--- src/rtl/gcd_vector_sequencer.sv ---
// rtl/gcd_vector_sequencer.sv - on-chip vector sequencer that runs stored (a, b, gcd) triples against the GCD core
// Each vector: reset core, load operands, run to FIN_ADDR (or timeout), settle, compare result.
module gcd_vector_sequencer #(
  parameter int WIDTH         = 32,
  parameter int IDX_W         = 4,
  parameter int ADDR_W        = 4,
  parameter int FIN_ADDR      = 9,
  parameter int RST_CYCLES    = 1,
  parameter int SETTLE_CYCLES = 10,
  parameter int TIMEOUT       = 4096
) (
  input  logic              clk,
  input  logic              rst,
  input  logic              start,
  input  logic [IDX_W:0]    n_tests,
  input  logic              vec_we,
  input  logic [IDX_W-1:0]  vec_idx,
  input  logic [WIDTH-1:0]  vec_a,
  input  logic [WIDTH-1:0]  vec_b,
  input  logic [WIDTH-1:0]  vec_g,
  output logic              dut_rst,
  output logic              dut_en,
  output logic              dut_ld,
  output logic [WIDTH-1:0]  dut_a,
  output logic [WIDTH-1:0]  dut_b,
  input  logic [ADDR_W-1:0] dut_addr,
  input  logic [WIDTH-1:0]  dut_res,
  output logic              busy,
  output logic              done,
  output logic [IDX_W:0]    pass_cnt,
  output logic [IDX_W:0]    fail_cnt,
  output logic [IDX_W:0]    timeout_cnt,
  output logic              first_fail_vld,
  output logic [IDX_W-1:0]  first_fail_idx
);

  localparam int DEPTH = 2 ** IDX_W;
  localparam int CNT_W = IDX_W + 1;
  localparam int RC_W  = $clog2(RST_CYCLES + 1);
  localparam int SC_W  = (SETTLE_CYCLES > 0) ? $clog2(SETTLE_CYCLES + 1) : 1;
  localparam int TM_W  = $clog2(TIMEOUT + 1);

  typedef enum logic [2:0] {IDLE, DRST, LOAD, RUN, SETTLE, CHECK, DONE} state_t;

  state_t           state;
  logic [WIDTH-1:0] ram_a [DEPTH];
  logic [WIDTH-1:0] ram_b [DEPTH];
  logic [WIDTH-1:0] ram_g [DEPTH];
  logic [CNT_W-1:0] idx;
  logic [CNT_W-1:0] n_lat;
  logic [IDX_W-1:0] ridx;
  logic [RC_W-1:0]  rcnt;
  logic [SC_W-1:0]  scnt;
  logic [TM_W-1:0]  tmr;
  logic             tmo;

  assign ridx = idx[IDX_W-1:0];

  function automatic logic [CNT_W-1:0] sat_inc(input logic [CNT_W-1:0] v);
    return (&v) ? v : v + 1'b1;
  endfunction

  // Vector RAM has no reset so contents survive rst; host writes are locked out during a run.
  always_ff @(posedge clk) begin
    if (vec_we && !busy) begin
      ram_a[vec_idx] <= vec_a;
      ram_b[vec_idx] <= vec_b;
      ram_g[vec_idx] <= vec_g;
    end
  end

  always_ff @(posedge clk) begin
    if (rst) begin
      state          <= IDLE;
      dut_rst        <= 1'b1;
      dut_en         <= 1'b0;
      dut_ld         <= 1'b0;
      dut_a          <= '0;
      dut_b          <= '0;
      busy           <= 1'b0;
      done           <= 1'b0;
      pass_cnt       <= '0;
      fail_cnt       <= '0;
      timeout_cnt    <= '0;
      first_fail_vld <= 1'b0;
      first_fail_idx <= '0;
      idx            <= '0;
      n_lat          <= '0;
      rcnt           <= '0;
      scnt           <= '0;
      tmr            <= '0;
      tmo            <= 1'b0;
    end else begin
      dut_ld <= 1'b0;
      case (state)
        IDLE, DONE: begin
          dut_rst <= 1'b1;
          dut_en  <= 1'b0;
          if (start) begin
            pass_cnt       <= '0;
            fail_cnt       <= '0;
            timeout_cnt    <= '0;
            first_fail_vld <= 1'b0;
            n_lat          <= n_tests;
            idx            <= '0;
            if (n_tests == '0) begin
              state <= DONE;
              busy  <= 1'b0;
              done  <= 1'b1;
            end else begin
              state <= DRST;
              rcnt  <= RC_W'(1);
              busy  <= 1'b1;
              done  <= 1'b0;
            end
          end
        end
        DRST: begin
          if (rcnt == RC_W'(RST_CYCLES)) begin
            state   <= LOAD;
            dut_rst <= 1'b0;
            dut_ld  <= 1'b1;
            dut_a   <= ram_a[ridx];
            dut_b   <= ram_b[ridx];
          end else begin
            rcnt <= rcnt + 1'b1;
          end
        end
        LOAD: begin
          state  <= RUN;
          dut_en <= 1'b1;
          tmr    <= TM_W'(1);
          tmo    <= 1'b0;
        end
        RUN: begin
          // Reaching FIN_ADDR wins over a timeout that expires in the same cycle.
          if (dut_addr == ADDR_W'(FIN_ADDR)) begin
            if (SETTLE_CYCLES == 0) begin
              state  <= CHECK;
              dut_en <= 1'b0;
            end else begin
              state <= SETTLE;
              scnt  <= SC_W'(1);
            end
          end else if (tmr == TM_W'(TIMEOUT)) begin
            state  <= CHECK;
            tmo    <= 1'b1;
            dut_en <= 1'b0;
          end else begin
            tmr <= tmr + 1'b1;
          end
        end
        SETTLE: begin
          if (scnt == SC_W'(SETTLE_CYCLES)) begin
            state  <= CHECK;
            dut_en <= 1'b0;
          end else begin
            scnt <= scnt + 1'b1;
          end
        end
        CHECK: begin
          if (tmo || (dut_res != ram_g[ridx])) begin
            fail_cnt <= sat_inc(fail_cnt);
            if (tmo) timeout_cnt <= sat_inc(timeout_cnt);
            if (!first_fail_vld) begin
              first_fail_vld <= 1'b1;
              first_fail_idx <= ridx;
            end
          end else begin
            pass_cnt <= sat_inc(pass_cnt);
          end
          idx     <= idx + 1'b1;
          dut_rst <= 1'b1;
          if (idx + 1'b1 == n_lat) begin
            state <= DONE;
            busy  <= 1'b0;
            done  <= 1'b1;
          end else begin
            state <= DRST;
            rcnt  <= RC_W'(1);
          end
        end
        default: state <= IDLE;
      endcase
    end
  end

endmodule

--- config.mk ---
export PLATFORM = sky130hd
export DESIGN_NAME = gcd_vector_sequencer
export DESIGN_NICKNAME = d
export VERILOG_FILES = /design/src/rtl/gcd_vector_sequencer.sv
export SDC_FILE = /design/constraint.sdc
export NUM_CORES = 2
export LEC_CHECK = 0
export CAP_MARGIN = 20
export CORE_MARGIN = 2
export CORE_UTILIZATION = 55
export DETAILED_ROUTE_END_ITERATION = 10
export PLACE_DENSITY = 0.73
export SLEW_MARGIN = 10
export SYNTH_ARGS = -nofsm -noshare
export SYNTH_HDL_FRONTEND = slang
export SYNTH_SLANG_ARGS = --single-unit
--- constraint.sdc ---
create_clock -name clk -period 8.9 [get_ports clk]
set_input_delay 1.78 -clock clk [delete_from_list [all_inputs] [get_ports clk]]
set_output_delay 1.78 -clock clk [all_outputs]
set_load 0.01 [all_outputs]
==> impl_metrics.env <==
export IMPL_ant_nets=0
export IMPL_fin_setup_tns_ns=0
export IMPL_drive_gt1_frac=0.212
export IMPL_hold_path_class="reg2reg"
export IMPL_yosys_warnings=0
export IMPL_vdd_ir_drop_max_uv=189
export IMPL_drc=0
export IMPL_finalWeightedCongestion=0.835
export IMPL_cts_resized=0
export IMPL_syn_inst=3053
export IMPL_synth_avg_cell_area_sq_um=20.9
export IMPL_seq_area_frac_synth=0.763
export IMPL_netlist_area_leader_share=0.724
export IMPL_path_max_fanout=53
export IMPL_hold_end="dut_a[24]"
export IMPL_path_buf_inv=2
export IMPL_synthToLayoutAreaGrowth_pct=15.0
export IMPL_critPathRequiredTime_ns=9.51
export IMPL_io_buffers=233
export IMPL_synthDistinctLibCells=69
export IMPL_pin_count=234
export IMPL_cts_tree="done"
export IMPL_regArea_sq_mm=0.0487
export IMPL_cts_setup_buffers=0
export IMPL_period_needed_ns=5.08
export IMPL_path_clk_slew_ns=0.06
export IMPL_min_delay_start="dut_a[24]"
export IMPL_maxCapViolations=0
export IMPL_multi_input_area_sq_mm=0.0144
export IMPL_setup_violations_final=0
export IMPL_gr_total_overflow=0
export IMPL_path_delay_family="simple AND/OR/NAND/NOR gates"
export IMPL_total_power_w=0.0168
export IMPL_clock_power_share=0.408
export IMPL_die_h_microns=344
export IMPL_p_sw_frac=0.215
export IMPL_intPower_w=0.0132
export IMPL_finClkSkew_ns=0.0292
export IMPL_die_area_sq_mm=0.119
export IMPL_r2r_setup_slack_ns=3.82
export IMPL_num_rows=124
export IMPL_slowest_delay_ns=0.95
export IMPL_seqPwrFrac=0.527
export IMPL_fillers=7389
export IMPL_grt_max_degree=133
export IMPL_worstMarginPinSlew_ns=1.09
export IMPL_status="complete, no violations"
export IMPL_avgRoutedWirePerCell_microns=29.7
export IMPL_cp_arrival_ns=5.69
export IMPL_p_switching_w=0.00360
export IMPL_cp_slowest_cell="dfxtp_4"
export IMPL_vias=31800
export IMPL_fin_nets=3495
export IMPL_coreArea_sq_mm=0.115
export IMPL_worst_setup_path_end_kind="flop"
export IMPL_min_period_over_period=0.571
export IMPL_synth_area_leaders="edfxtp_1 (72%), mux4_2 (14%), dfxtp_1 (3.9%), mux2i_1 (1.6%), nand2_1 (1.1%)"
export IMPL_startpoint_type="flop"
export IMPL_crit_chain="buf_4 -> clkinv_1 -> mux2i_1 -> xor2_1 -> o2111ai_1 -> a211o_1 -> nor4_2 -> nand3_1 -> a22oi_1 -> nor2_1"
export IMPL_fmax_mhz=197
export IMPL_vias_per_cell=6.38
export IMPL_synth_largest_area_cell="edfxtp_1"
export IMPL_wirelength_microns=148000
export IMPL_drtIter0Drc=3694
export IMPL_first_global_vias=32600
export IMPL_clk_latency_ns=0.77
export IMPL_die_w_microns=344
export IMPL_start_util=0.556
export IMPL_drv_slew=0
export IMPL_grt_pass1_wl_microns=218000
export IMPL_pwr_density_cell_mw_per_mm2=229
export IMPL_synthFlopType="edfxtp_1"
export IMPL_holdPathStages=2
export IMPL_cts_root_buf="clkbuf_16"
export IMPL_dp_hpwl_microns=77600
export IMPL_r2r_cells=10
export IMPL_hold_buffers=0
export IMPL_critical_path_class="reg2reg"
export IMPL_synth_edf_count=1536
export IMPL_yosys_register_bits=1661
export IMPL_grt_setup_unrepaired="no"
export IMPL_hold_viol_final=0
export IMPL_max_slew_margin=0.275
export IMPL_cts_num_sinks=1661
export IMPL_fin_util=0.639
export IMPL_power_static_leakage_nw=22.2
export IMPL_clockBufferDepth=3
export IMPL_synthArstFlopShare=0
export IMPL_track_usage=0.254
export IMPL_drt_first_pass_iters=6
export IMPL_cts_max_level=4
export IMPL_p_comb_frac=0.064
export IMPL_antenna_found_initial=20
export IMPL_synth_cell_area_sq_mm=0.0637
export IMPL_cts_buffers=163
export IMPL_synthesis_nets=3209
export IMPL_r2r_end="first_fail_vld"
==> metrics by stage <==
step	std cells	hold slack [ns]	cell area (sq um)	setup WS [ns]
after global placement	4682	0.445	67800	3.70
after floorplan	3053	0.440	63700	1.96
final	4992	0.455	73300	3.82
after CTS	4979	0.458	73200	3.56
after global routing	4987	0.472	73200	3.55
after detailed placement	4683	0.448	67800	3.57
==> synthesized netlist by cell type (8+ instances only) <==
cell type / n
buf_4: 14
nand2b_1: 11
ha_1: 11
o211ai_1: 9
edfxtp_1: 1536
mux2i_1: 101
and3_1: 11
dfxtp_1: 125
a221oi_1: 8
a22oi_1: 38
nor2b_1: 22
nand3_1: 31
buf_1: 32
clkbuf_1: 89
o21ai_0: 14
nor3_1: 26
nor2_1: 65
buf_2: 18
xor2_1: 15
inv_1: 15
nand2_1: 181
mux4_2: 409
a21oi_1: 110
or3_1: 9
xnor2_1: 30
==> cell usage in the layout (no fill, tap or decap), types with 6 or more instances in the layout <==
cell	synthesis	routed
edfxtp_1	1536	1536
mux4_2	409	409
clkdlybuf4s50_1	0	232
nand2_1	181	180
clkbuf_16	0	167
dfxtp_1	125	117
a21oi_1	110	110
mux2i_1	101	101
nor2_1	65	53
a22oi_1	38	38
clkbuf_1	89	38
buf_4	14	37
nand3_1	31	31
xnor2_1	30	30
clkinv_1	1	24
nor2b_1	22	22
nor3_1	26	22
clkinv_2	0	22
inv_1	15	15
xor2_1	15	15
bufinv_16	0	15
o21ai_0	14	14
clkbuf_8	0	13
nor2_4	0	12
nand2b_1	11	11
and3_1	11	11
ha_1	11	11
diode_2	0	10
or3_1	9	9
o211ai_1	9	9
buf_12	0	9
a221oi_1	8	8
a31oi_1	7	7
o31ai_1	7	7
nand4_1	7	7
dfxtp_4	0	7
nand4b_1	6	6
a22o_1	6	6
inv_6	0	6
==> cells by family (layout without fill, tap and decap cells) <==
group	count (synthesis)	in the layout	share of synthesized area
other cells	0	10	0
fa+ha+maj	11	11	0.00216
simple gates	407	407	0.0307
flops	1661	1661	0.763
compound gates	239	239	0.0240
buf+inv	176	593	0.0123
mux	514	514	0.161
xor+xnor	45	45	0.00619
==> worst max path at each step <==
stage                           to  cells after the start  startpoint  slack (ns)
floorplan             ram_a[13][0]                      3      vec_we        1.96
global placement      ram_a[5][29]                      6      vec_we        3.70
detailed placement     fail_cnt[3]                     10        flop        3.57
CTS                    fail_cnt[3]                     10        flop        3.56
global route           fail_cnt[3]                     10        flop        3.55
finish              first_fail_vld                     10        flop        3.82
==> registers in the layout (all words and copies together) (netlist names), named ones only <==
| name | count |
|---|---|
| state | 3 |
| scnt | 4 |
| done | 1 |
| tmr | 13 |
| busy | 1 |
| dut_ld | 1 |
| ram_b | 512 |
| dut_a | 32 |
| idx | 5 |
| first_fail_vld | 1 |
| tmo | 1 |
| ram_g | 512 |
| dut_en | 1 |
| fail_cnt | 5 |
| timeout_cnt | 5 |
| dut_rst | 1 |
| pass_cnt | 5 |
| rcnt | 1 |
| n_lat | 5 |
| ram_a | 512 |
| dut_b | 32 |
| first_fail_idx | 4 |
==> area by class of cell <==
cell class,instances,share of cell area
Antenna cell,10,0.000342
Clock buffer,218,0.0614
Clock inverter,78,0.0116
Inverter,17,0.000871
Multi-Input combinational cell,1216,0.197
Sequential cell,1661,0.664
Tap cell,1512,0.0258
Timing Repair Buffer,280,0.0387
==> worst min-delay path: stages, from the launching register on <==
cell,delay [ns]
dfxtp_1,0.31
nand2_1,0.05
a21oi_1,0.05
==> layer usage <==
metal  up-vias  global-route usage  share of wire
met4        18              0.0750          0.025
met1     16800               0.356           0.39
met3       260              0.0413          0.077
met2      1573               0.418           0.50
met5         -                   0        0.00081
li1      13200                   -              -
==> power by group through the flow <==
stage / combinational [W] / clock, W / sequential, W
floorplan: 0.000574 / 0 / 0.00899
global placement: 0.00106 / 0 / 0.00898
detailed placement: 0.00108 / 0 / 0.00900
CTS: 0.00109 / 0.00696 / 0.00884
global route: 0.00116 / 0.00724 / 0.00885
finish: 0.00108 / 0.00684 / 0.00883
Note: power is estimated with default switching activity, not from simulation.
